`src/rtl/serial_subtractor_pkg.sv`:
```
// Shared definitions for the bit-serial subtractor: FSM encodings and
// the helper that sizes the bit counter from the operand width.
package serial_subtractor_pkg;

  typedef enum logic [1:0] {
    ST_IDLE  = 2'd0,
    ST_SHIFT = 2'd1,
    ST_DONE  = 2'd2
  } state_e;

  localparam int DEFAULT_WIDTH = 4;

  function automatic int cnt_width(input int width);
    return (width > 2) ? $clog2(width) : 1;
  endfunction

endpackage

```
`src/rtl/serial_subtractor_if.sv`:
```
// Start/done request bus between a sequencing datapath (master) and the
// serial subtractor (slave).
interface serial_subtractor_if #(
  parameter int WIDTH = 4
) ();

  logic             Start;
  logic [WIDTH-1:0] A;
  logic [WIDTH-1:0] B;
  logic             Bin;
  logic             Busy;
  logic             Done;
  logic [WIDTH-1:0] D;
  logic             Bout;

  modport master (
    output Start, A, B, Bin,
    input  Busy, Done, D, Bout
  );

  modport slave (
    input  Start, A, B, Bin,
    output Busy, Done, D, Bout
  );

endinterface

```
`src/rtl/serial_subtractor_full_subtractor.sv`:
```
// Combinational one-bit full-subtractor cell: D = A - B - Bin with borrow-out.
module full_subtractor (
  input  logic A,
  input  logic B,
  input  logic Bin,
  output logic D,
  output logic Bout
);

  assign D    = A ^ B ^ Bin;
  assign Bout = (~A & B) | (~(A ^ B) & Bin);

endmodule

```
`src/rtl/serial_subtractor.sv`:
```
// Bit-serial WIDTH-bit subtractor: one full-subtractor cell reused LSB first,
// borrow carried in a register, result published on D/Bout when Done pulses.
module serial_subtractor
  import serial_subtractor_pkg::*;
#(
  parameter int WIDTH = DEFAULT_WIDTH
) (
  input  logic                CLK,
  input  logic                RST_N,
  serial_subtractor_if.slave  bus
);

  localparam int CW = cnt_width(WIDTH);

  state_e           state_q, state_d;
  logic [WIDTH-1:0] opa_q, opa_d;
  logic [WIDTH-1:0] opb_q, opb_d;
  logic [WIDTH-2:0] res_q, res_d;
  logic [WIDTH-1:0] d_q, d_d;
  logic [CW-1:0]    cnt_q, cnt_d;
  logic             br_q, br_d;
  logic             bout_q, bout_d;
  logic             busy_q, busy_d;
  logic             done_q, done_d;

  logic             cell_d_s;
  logic             cell_bout_s;
  logic [WIDTH-1:0] res_cat_s;

  full_subtractor u_cell (
    .A    (opa_q[0]),
    .B    (opb_q[0]),
    .Bin  (br_q),
    .D    (cell_d_s),
    .Bout (cell_bout_s)
  );

  // Working result holds the WIDTH-1 bits already produced; this cycle's bit
  // joins as the MSB, so on the last bit the concatenation is the full answer.
  assign res_cat_s = {cell_d_s, res_q};

  // State and datapath registers
  always_ff @(posedge CLK or negedge RST_N) begin
    if (!RST_N) begin
      state_q <= ST_IDLE;
      opa_q   <= '0;
      opb_q   <= '0;
      res_q   <= '0;
      d_q     <= '0;
      cnt_q   <= '0;
      br_q    <= 1'b0;
      bout_q  <= 1'b0;
      busy_q  <= 1'b0;
      done_q  <= 1'b0;
    end else begin
      state_q <= state_d;
      opa_q   <= opa_d;
      opb_q   <= opb_d;
      res_q   <= res_d;
      d_q     <= d_d;
      cnt_q   <= cnt_d;
      br_q    <= br_d;
      bout_q  <= bout_d;
      busy_q  <= busy_d;
      done_q  <= done_d;
    end
  end

  // Next-state, operand shifting and result capture
  always_comb begin
    state_d = state_q;
    opa_d   = opa_q;
    opb_d   = opb_q;
    res_d   = res_q;
    d_d     = d_q;
    cnt_d   = cnt_q;
    br_d    = br_q;
    bout_d  = bout_q;

    case (state_q)
      ST_IDLE, ST_DONE: begin
        if (bus.Start) begin
          opa_d   = bus.A;
          opb_d   = bus.B;
          br_d    = bus.Bin;
          res_d   = '0;
          cnt_d   = '0;
          state_d = ST_SHIFT;
        end else begin
          state_d = ST_IDLE;
        end
      end
      ST_SHIFT: begin
        opa_d = {1'b0, opa_q[WIDTH-1:1]};
        opb_d = {1'b0, opb_q[WIDTH-1:1]};
        res_d = res_cat_s[WIDTH-1:1];
        br_d  = cell_bout_s;
        cnt_d = cnt_q + 1'b1;
        if (cnt_q == CW'(WIDTH - 1)) begin
          d_d     = res_cat_s;
          bout_d  = cell_bout_s;
          state_d = ST_DONE;
        end else begin
          state_d = ST_SHIFT;
        end
      end
      default: begin
        state_d = ST_IDLE;
      end
    endcase

    busy_d = (state_d == ST_SHIFT);
    done_d = (state_d == ST_DONE);
  end

  assign bus.Busy = busy_q;
  assign bus.Done = done_q;
  assign bus.D    = d_q;
  assign bus.Bout = bout_q;

endmodule

```
`src/flat_wrapper.sv`:
```
// flat-port wrapper written by rule: the top's interface ports become plain ports
module serial_subtractor_flat import serial_subtractor_pkg::*;
#(
  parameter int WIDTH = DEFAULT_WIDTH
)
  (CLK, RST_N, bus_Start, bus_A, bus_B, bus_Bin, bus_Busy, bus_Done, bus_D, bus_Bout);
  serial_subtractor_if #(.WIDTH(WIDTH)) bus_i ();
  input  logic CLK;
  input  logic RST_N;
  input wire logic [$bits(bus_i.Start)-1:0] bus_Start;
  input wire logic [$bits(bus_i.A)-1:0] bus_A;
  input wire logic [$bits(bus_i.B)-1:0] bus_B;
  input wire logic [$bits(bus_i.Bin)-1:0] bus_Bin;
  output wire logic [$bits(bus_i.Busy)-1:0] bus_Busy;
  output wire logic [$bits(bus_i.Done)-1:0] bus_Done;
  output wire logic [$bits(bus_i.D)-1:0] bus_D;
  output wire logic [$bits(bus_i.Bout)-1:0] bus_Bout;
  assign bus_i.Start = bus_Start;
  assign bus_i.A = bus_A;
  assign bus_i.B = bus_B;
  assign bus_i.Bin = bus_Bin;
  assign bus_Busy = bus_i.Busy;
  assign bus_Done = bus_i.Done;
  assign bus_D = bus_i.D;
  assign bus_Bout = bus_i.Bout;
  serial_subtractor #(.WIDTH(WIDTH)) u_core (.CLK(CLK), .RST_N(RST_N), .bus(bus_i));
endmodule
```
`config.mk`:
```
export PLATFORM = sky130hd
export DESIGN_NAME = serial_subtractor_flat
export DESIGN_NICKNAME = d
export VERILOG_FILES = /design/src/rtl/serial_subtractor_pkg.sv /design/src/rtl/serial_subtractor_if.sv /design/src/rtl/serial_subtractor_full_subtractor.sv /design/src/rtl/serial_subtractor.sv /design/src/flat_wrapper.sv
export SDC_FILE = /design/constraint.sdc
export NUM_CORES = 1
export LEC_CHECK = 0
export BUFFER_PORTS_ARGS = -buffer_cell sky130_fd_sc_hd__buf_2
export CORE_ASPECT_RATIO = 1.5
export CORE_MARGIN = 2
export CORE_UTILIZATION = 57
export CTS_BUF_LIST = sky130_fd_sc_hd__clkbuf_2
export DETAILED_ROUTE_END_ITERATION = 12
export GPL_TIMING_DRIVEN = 0
export HOLD_SLACK_MARGIN = 0.03
export PLACE_DENSITY_LB_ADDON = 0.05
export SYNTH_ARGS = -nofsm -noshare
export SYNTH_HDL_FRONTEND = slang
export SYNTH_HIERARCHICAL = 1
export SYNTH_SLANG_ARGS = --single-unit
```
`constraint.sdc`:
```
create_clock -name CLK -period 1.6 [get_ports CLK]
set_input_delay 0.24 -clock CLK [delete_from_list [all_inputs] [get_ports CLK]]
set_output_delay 0.24 -clock CLK [all_outputs]
set_load 0.03 [all_outputs]
```
# Yosys cells after proc, flatten, opt, wreduce, memory -nomap -nowiden
# Cells that the tools add are included.
[op_classes]
n_addsub = 1
n_eq_ne = 6
mux = 13
bitwise_logic = 7
n_reduce_logical = 5
[op_table]
columns = ["cell", "count"]
rows = [
  ["$pmux 4 s2", 2],
  ["$mux 4", 2],
  ["$pmux 2 s2", 2],
  ["$eq 2x2->1 const B", 3],
  ["$pmux 3 s2", 1],
  ["$eq 2x1->1 const B", 2],
  ["$mux 2", 2],
  ["$reduce_and 2->1", 2],
  ["$mux 3", 1],
  ["$add 2x1->2 const B", 1],
  ["$and 1x1->1", 2],
  ["$logic_not 2->1", 1],
  ["$mux 1", 2],
  ["$ne 2x2->1 const B", 1],
  ["$not 1->1", 2],
  ["$pmux 1 s2", 1],
  ["$reduce_bool 2->1", 1],
  ["$reduce_or 2->1", 1],
  ["$xor 1x1->1", 2],
  ["$or 1x1->1", 1],
]
[word_totals]
regBits = 23
in_bits = 12
out_inout_bits = 7
word_cells = 42

# Longest topological paths before layout
# Gate-level depths: netlist of the first run.
[depth]
word_depth = 5
ltp_mapped = 5
depth_no_buf = 5

# Modules after synthesis
# Netlist of the first run, hierarchy kept.
[by_module_without_submodules]
columns = ["module", "instances", "cells_each", "area_each_um2", "seq_area_each_um2"]
rows = [
  ["serial_subtractor", 1, 79, 1092.3, 575.6],
  ["full_subtractor", 1, 4, 31.3, 0.0],
]

# Least setup slack after synthesis of the first run
# No wires, ideal clock.
[synth_path]
path_type = "reg-to-reg"
start = "register u_core.opa_q[0]"
end = "register u_core.res_q[2]"
setup_time_ns = 0.121
t_arrival_ns = 1.292
required_ns = 1.479
setup_slack_ns = 0.187
path_stages_with_launch = 4
path_buffers = 0
period_less_slack_ns = 1.413
cell_sequence = "dfrtp_1 fa_1 mux2_2 a22o_1"
[synth_between]
elab_chain_cells = 3
[synth_rtl]
columns = ["item", "line", "text"]
rows = [
  ["from (decl)", "serial_subtractor.sv:16", "logic [WIDTH-1:0] opa_q, opa_d;"],
  ["from (signal assigned)", "serial_subtractor.sv:57", "opa_q <= opa_d;"],
  ["$xor 1x1->1 (2 in a row)", "serial_subtractor_full_subtractor.sv:10", "assign D = A ^ B ^ Bin;"],
  ["net u_core.cell_d_s", "serial_subtractor.sv:26", "logic cell_d_s;"],
  ["$pmux 3 s2", "serial_subtractor.sv:80", "case (state_q)"],
  ["to (signal assigned)", "serial_subtractor.sv:59", "res_q <= res_d;"],
  ["to (decl)", "serial_subtractor.sv:18", "logic [WIDTH-2:0] res_q, res_d;"],
]
# The timed path passes the listed nets, and every way through them passes these cells.
# A chain may end at the register's enable or synchronous reset.

# Worst setup path after layout of the first run
# Same ends and word-level chain as after synthesis.

==> metrics.md, run 1 <==
| Metric | Value |
|---|---|
| GRT Total Usage | `between 10% and 20%` |
| Worst clock skew | `approximately 7.9 ps` |
| Critical R2R Launch | `u_core/opa_q[0]` |
| Leakage | `around 0.66 nW` |
| Clock Path Buffers | `2` |
| Reg clk slew, reported paths | `220 ps` |
| TritonCTS buffer count | `3` |
| Worst EP required | `around 1900 ps` |
| Post-route DRC | `0` |
| Fmax | `666 MHz` |
| Worst setup EP type | `flop` |
| Clk sinks | `23` |
| Die area | `about 2300 µm²` |
| Final cell count without fillers | `between 100 and 150` |
| Detail Placement HPWL | `between 1 and 1.5 mm` |
| GPL Wtd Cong | `about 0.67` |
| IO Port Bufs | `18` |
| Cells after synthesis | `83` |
| Max_cap viols | `0` |
| Fin crit share | `93.9%` |
| CP Launch Point | `u_core/opa_q[0]` |
| Slew of the pin with the lowest slew margin | `~500 ps` |
| Core ar. | `around 1900 µm²` |
| Final setup TNS | `0 ps` |
| Pre-antenna DRT Iters | `4` |
| FF-to-FF End | `u_core/res_q[2]` |
| Cell variety after synth | `19` |
| Cell Rows | `19` |
| Seq/Total Area, Yosys | `between 50% and 60%` |
| H-tree Lvls | `1` |
| Placed Cells | `about 120` |
| Final setup vio count | `0` |
| Share of cells above drive strength 1 | `a little over a third` |
| Status | `finished clean` |
| Vias in the first global route | `roughly 730` |
| Initial antenna violation count | `0` |
| Synthesized Nets | `97` |
| First-pass GRT wire length | `3.17 mm` |
| Hold Crit Depth | `3` |
| Layout Area Growth over Synthesis | `13.0%` |
| Synth warn | `6` |
| Initial Util | `approximately 60%` |
| Crit-path max FO | `3` |
| Vias per cell | `about 5.5` |
| Final worst path period need | `1500 ps` |
| Slowest cell delay on critical path | `510 ps` |
| Starting DRT DRC Count | `13` |
| Hold Vio Cnt, Final | `0` |
| Largest net degree at the start of global routing | `24` |
| Mapped Avg Cell Area | `approximately 14 µm²` |
| Nets | `121` |
| DRT antenna net count | `0` |
| Clock Root Buffer | `clkbuf_2` |
| WS Path Type | `reg2reg` |
| DR vias | `approximately 700` |
| Worst skew pair latency | `about 330 ps` |
| Post-detailed-route wirelength per cell | `approximately 15 µm` |
| Pwr dens | `around 1900 nW/µm²` |
| CP Launch Type | `flop` |
| Setup Fix Bufs, Post-CTS | `0` |
| RSZ-0062 raised after global routing | `no` |
| Die Ht | `slightly below 60 µm` |
| FF-to-FF setup slack | `roughly 100 ps` |
| Critical path's slowest cell | `fa_1` |
| Setup crit end | `u_core/res_q[2]` |
| Antenna Cells | `0` |
| Num ports | `19` |
| Synthesized area | `between 1000 and 1500 µm²` |
| Worst min path class | `in2reg` |
| Worst EP arrival | `between 1500 and 2000 ps` |
| Post-synthesis register bit count | `23` |
| R2R depth | `3` |
| Routed WL | `between 1.5 and 2 mm` |
| Final Max Slew Viols | `0` |
| Slew Limit Headroom | `approximately two thirds` |
| CTS tree | `done` |
| Die span in x | `40.3 µm` |
| Worst vdd ir | `about 1.1 mV` |
| Global-route congestion overflow total | `0` |
| Worst path cell trace | `fa_1 > mux2_2 > a22o_1` |
[power by group]
group / internal [mW] / switching, mW / leakage (nW)
clock network: 0.0567 / 0.174 / 0.0164
registers: 0.837 / 0.174 / 0.289
logic: 0.563 / 0.588 / 0.359
total: 1.46 / 0.935 / 0.665
[sequential cells by signal, indices dropped and copies added, names as in the netlist, 2 cells and up]
signal,count
u_core/bus.D,4
u_core/cnt_q,2
u_core/opa_q,4
u_core/opb_q,4
u_core/res_q,3
u_core/state_q,2
[worst max-delay path, delay by kind of cell (launching register included)]
family | cells | cell delay, ps
muxes | 1 | 270
AOI/OAI and AO/OA | 1 | 180
DFF | 1 | 470
adders and majority gates | 1 | 510
[cell usage in the layout, fill, tap and decap left out, drive strengths merged]
cell type	synthesis	layout
a22o	4	4
a31o	1	1
and3b	1	1
buf	5	23
clkbuf	0	3
clkinv	0	1
dfrtp	23	23
dlygate4sd3	0	1
fa	1	1
ha	1	1
inv	5	5
mux2	8	8
mux2i	23	23
nand2b	2	2
nand3	2	2
nand3b	1	1
nor2	1	1
o21ai	4	4
xnor2	1	1
[cell type report]
class                           instances  area [µm²]
Clock buffer                            3        15.0
Fill cell                             146         584
Timing Repair Buffer                   19         100
Buffer                                  5        45.0
Inverter                                5        18.8
Tap cell                               21        26.3
Clock inverter                          1        5.00
Sequential cell                        23         576
Multi-Input combinational cell         50         484
[routing by layer]
metal	wire (µm)	GRT usage, %
met5	0	0
met4	8	7.14
met3	65	2.26
met2	1040	35.3
met1	739	22.9
[cell usage after synthesis, drive strengths merged]
master,number,area (µm²)
dfrtp,23,576
inv,5,18.8
fa,1,20.0
a31o,1,8.76
and3b,1,8.76
mux2,8,93.8
xnor2,1,8.76
nand3,2,10.0
nor2,1,3.75
o21ai,4,20.0
nand2b,2,12.5
nand3b,1,20.0
mux2i,23,230
ha,1,12.5
buf,5,45.0
a22o,4,35.0
[metrics by stage]
stage / power, mW / util (%) / instance area [µm²] / hold slack (ps) / worst slack (ps)
final: 2.39 / 68.5 / 1270 / 176 / 97.5
after floorplan: 1.91 / - / 1120 / -55.6 / 187
after global routing: 2.60 / 68.5 / 1270 / 189 / 22.2
after CTS: 2.43 / 68.5 / 1270 / 164 / 83.7
after global placement: 2.12 / 66.9 / 1240 / 231 / 145
after detailed placement: 2.20 / 66.9 / 1240 / 237 / 111
[worst min-delay path by stage]
stage                     slack [ps]                end      start
after floorplan                  -60        u_core/br_q      RST_N
after global placement           230    u_core/bus.Done      RST_N
after detailed placement         240    u_core/bus.D[2]      RST_N
after CTS                        160  u_core/state_q[0]  bus_Start
after global routing             190    u_core/opb_q[2]   bus_B[2]
final                            180    u_core/bus.Busy  bus_Start
[timing repair]
action,CTS,global route
hold endpoints to repair,23,0
resized for setup,0,0
hold buffers,1,0
[kinds of logic (layout without fill, tap and decap cells)]
logic type	after synthesis	in the layout	share of synthesized area, %
flops	23	23	51.2
simple gates	7	7	4.90
mux	31	31	28.8
fa+ha+maj	2	2	2.90
buf+inv	10	33	5.68
compound gates	9	9	5.68
xor+xnor	1	1	0.780
Power figures use the tool's default switching activity.
==> run 2, diff against run 1 <==
- CORE_UTILIZATION: 57 -> 40
==> run 2 against run 1 <==
Sequential share of layout area fell by 0.70 points. Worst hold slack got worse by 5.1 ps. Critical endpoint unchanged. First-iteration DRC count fell by 38%. Non-clock buffer count did not move. Die area rose by 39%. Combinational power barely moved. Wire length rose by 6.4%. Critical path depth did not move.
==> metrics.md, run 2 (synthesis gave the netlist of run 1 again) <==
| Metric | Value |
|---|---|
| H-tree Lvls | `1 (unchanged)` |
| Largest net degree at the start of global routing | `24 (unchanged)` |
| Reg area | `576 µm² (unchanged)` |
| Status | `finished clean (unchanged)` |
| Starting DRT DRC Count | `8 (was 13)` |
| Worst clock skew | `4.64 ps (was 7.89 ps)` |
| Power Total | `2.40 mW (was 2.39 mW)` |
| Leakage | `0.665 nW (unchanged)` |
| FF-to-FF End | `u_core/res_q[2] (unchanged)` |
| Clk sinks | `23 (unchanged)` |
| Fin area | `1290 µm² (was 1270 µm²)` |
| FF-to-FF setup slack | `100 ps (about the same)` |
| Final cell count without fillers | `143 (was 127)` |
| Clock Root Buffer | `clkbuf_2 (unchanged)` |
| Critical R2R Launch | `u_core/opa_q[0] (unchanged)` |
| Routed WL | `1.97 mm (was 1.85 mm)` |
| Most frequent cells in the layout | `mux2i_1, dfrtp_1, buf_2 (unchanged)` |
| Vias in the first global route | `770 (was 726)` |
| Fin crit share | `93.5% (was 93.9%)` |
| Final setup vio count | `0 (unchanged)` |
| Pwr dens | `1860 nW/µm² (was 1880 nW/µm²)` |
| IO Port Bufs | `18 (unchanged)` |
| Layout Area Growth over Synthesis | `14.8% (was 13.0%)` |
| Max_cap viols | `0 (unchanged)` |
| Vias per cell | `4.95 (was 5.54)` |
| Initial antenna violation count | `0 (unchanged)` |
| Placed cell areas | `1260 µm² (was 1240 µm²)` |
| Clock Path Buffers | `2 (unchanged)` |
| Die span in x | `47.3 µm (was 40.3 µm)` |
| Pre-antenna DRT Iters | `3 (was 4)` |
| Die area | `3260 µm² (was 2350 µm²)` |
| Worst EP arrival | `1750 ps (about the same)` |
| DR vias | `708 (was 703)` |
| Global-route congestion overflow total | `0 (unchanged)` |
| Nets | `121 (unchanged)` |
| Fmax | `668 MHz (was 666 MHz)` |
| Share of cells above drive strength 1 | `34.9% (unchanged)` |
| CP Launch Type | `flop (unchanged)` |
| WS Path Type | `reg2reg (unchanged)` |
| Core ar. | `2680 µm² (was 1850 µm²)` |
| R2R depth | `3 (unchanged)` |
| Post-detailed-route wirelength per cell | `13.8 µm (was 14.6 µm)` |
| Die Ht | `68.9 µm (was 58.4 µm)` |
| Setup Fix Bufs, Post-CTS | `0 (unchanged)` |
| Slew Limit Headroom | `65.6% (was 66.9%)` |
| Detail Placement HPWL | `1.43 mm (was 1.38 mm)` |
| Worst skew pair latency | `330 ps (about the same)` |
| Final setup TNS | `0 ps (unchanged)` |
| RSZ-0062 raised after global routing | `no (unchanged)` |
| Antenna Cells | `0 (unchanged)` |
| GRT Total Usage | `15.4% (was 19.7%)` |
| Reg clk slew, reported paths | `220 ps (about the same)` |
| First-pass GRT wire length | `3.53 mm (was 3.17 mm)` |
| Setup crit end | `u_core/res_q[2] (unchanged)` |
| Worst EP required | `1860 ps (was 1850 ps)` |
| Pre-CTS setup slack | `112 ps (was 111 ps)` |
| Initial Util | `42.0% (was 60.6%)` |
| CP Launch Point | `u_core/opa_q[0] (unchanged)` |
| CTS tree | `done (unchanged)` |
| Cell Rows | `23 (was 19)` |
| Placed Cells | `138 (was 122)` |
| DRT antenna net count | `0 (unchanged)` |
| Crit-path max FO | `3 (unchanged)` |
| TritonCTS buffer count | `3 (unchanged)` |
| Final worst path period need | `1500 ps (about the same)` |
| Worst vdd ir | `0.662 mV (was 1.12 mV)` |
| Final WS setup | `104 ps (was 97.5 ps)` |
| Post-route DRC | `0 (unchanged)` |
| Num ports | `19 (unchanged)` |
| # fillers | `257 (was 146)` |
| Hold Vio Cnt, Final | `0 (unchanged)` |
| GPL Wtd Cong | `0.745 (was 0.669)` |
| Worst setup EP type | `flop (unchanged)` |
| Final Max Slew Viols | `0 (unchanged)` |
| Slew of the pin with the lowest slew margin | `515 ps (was 497 ps)` |
| Worst min path class | `in2reg (unchanged)` |
| Multi-input logic area | `484 µm² (unchanged)` |
## run 2: worst min path at each step
stage	slack, ps	cells after the start	startpoint	endpoint
6_report	170	3	bus_Start	u_core/bus.Busy
5_1_grt	140	3	bus_Bin	u_core/br_q
4_1_cts	140	3	bus_Start	u_core/bus.Busy
3_5_place_dp	250	1	RST_N	u_core/bus.Done
3_3_place_gp	240	1	RST_N	u_core/bus.Done
2_1_floorplan	-60	0	RST_N	u_core/br_q
## run 2: critical path: stages (launching register included)
cell	delay [ps]
dfrtp_1	470
fa_1	510
mux2_2	270
a22o_1	170
## run 2: metal layers
layer | global-route usage, % | wire [µm] | up-vias
met1 | 19.9 | 829 | 355
li1 | - | - | 338
met3 | 2.34 | 53 | 2
met4 | 7.29 | 17 | 0
met5 | 0 | 0 | -
met2 | 24.5 | 1070 | 13
## run 2: area by class of cell
type,count,area share (%)
plain buffers,5,3.49
clock buffers,3,1.16
clock inverters,1,0.388
inverters,5,1.45
multi-input cells,50,37.5
flip-flops and latches,23,44.6
well taps,37,3.59
repair buffers,19,7.76
## run 2: repair_timing
item | 4_1_cts | 5_1_grt
hold endpoints to repair | 23 | 0
hold buffers | 1 | 0
gates resized for setup | 0 | 0
## run 2: metrics by stage
stage / hold slack, ps / util [%]
global placement: 242 / 47.1
global route: 141 / 48.2
detailed placement: 252 / 47.1
floorplan: -55.6 / -
finish: 171 / 48.2
CTS: 142 / 48.2
## run 2: where the power goes
| part | internal (mW) | leakage, nW | switching [mW] |
|---|---|---|---|
| sequential | 0.837 | 0.289 | 0.172 |
| clock | 0.0567 | 0.0164 | 0.179 |
| combinational | 0.563 | 0.359 | 0.590 |
| total | 1.46 | 0.665 | 0.941 |
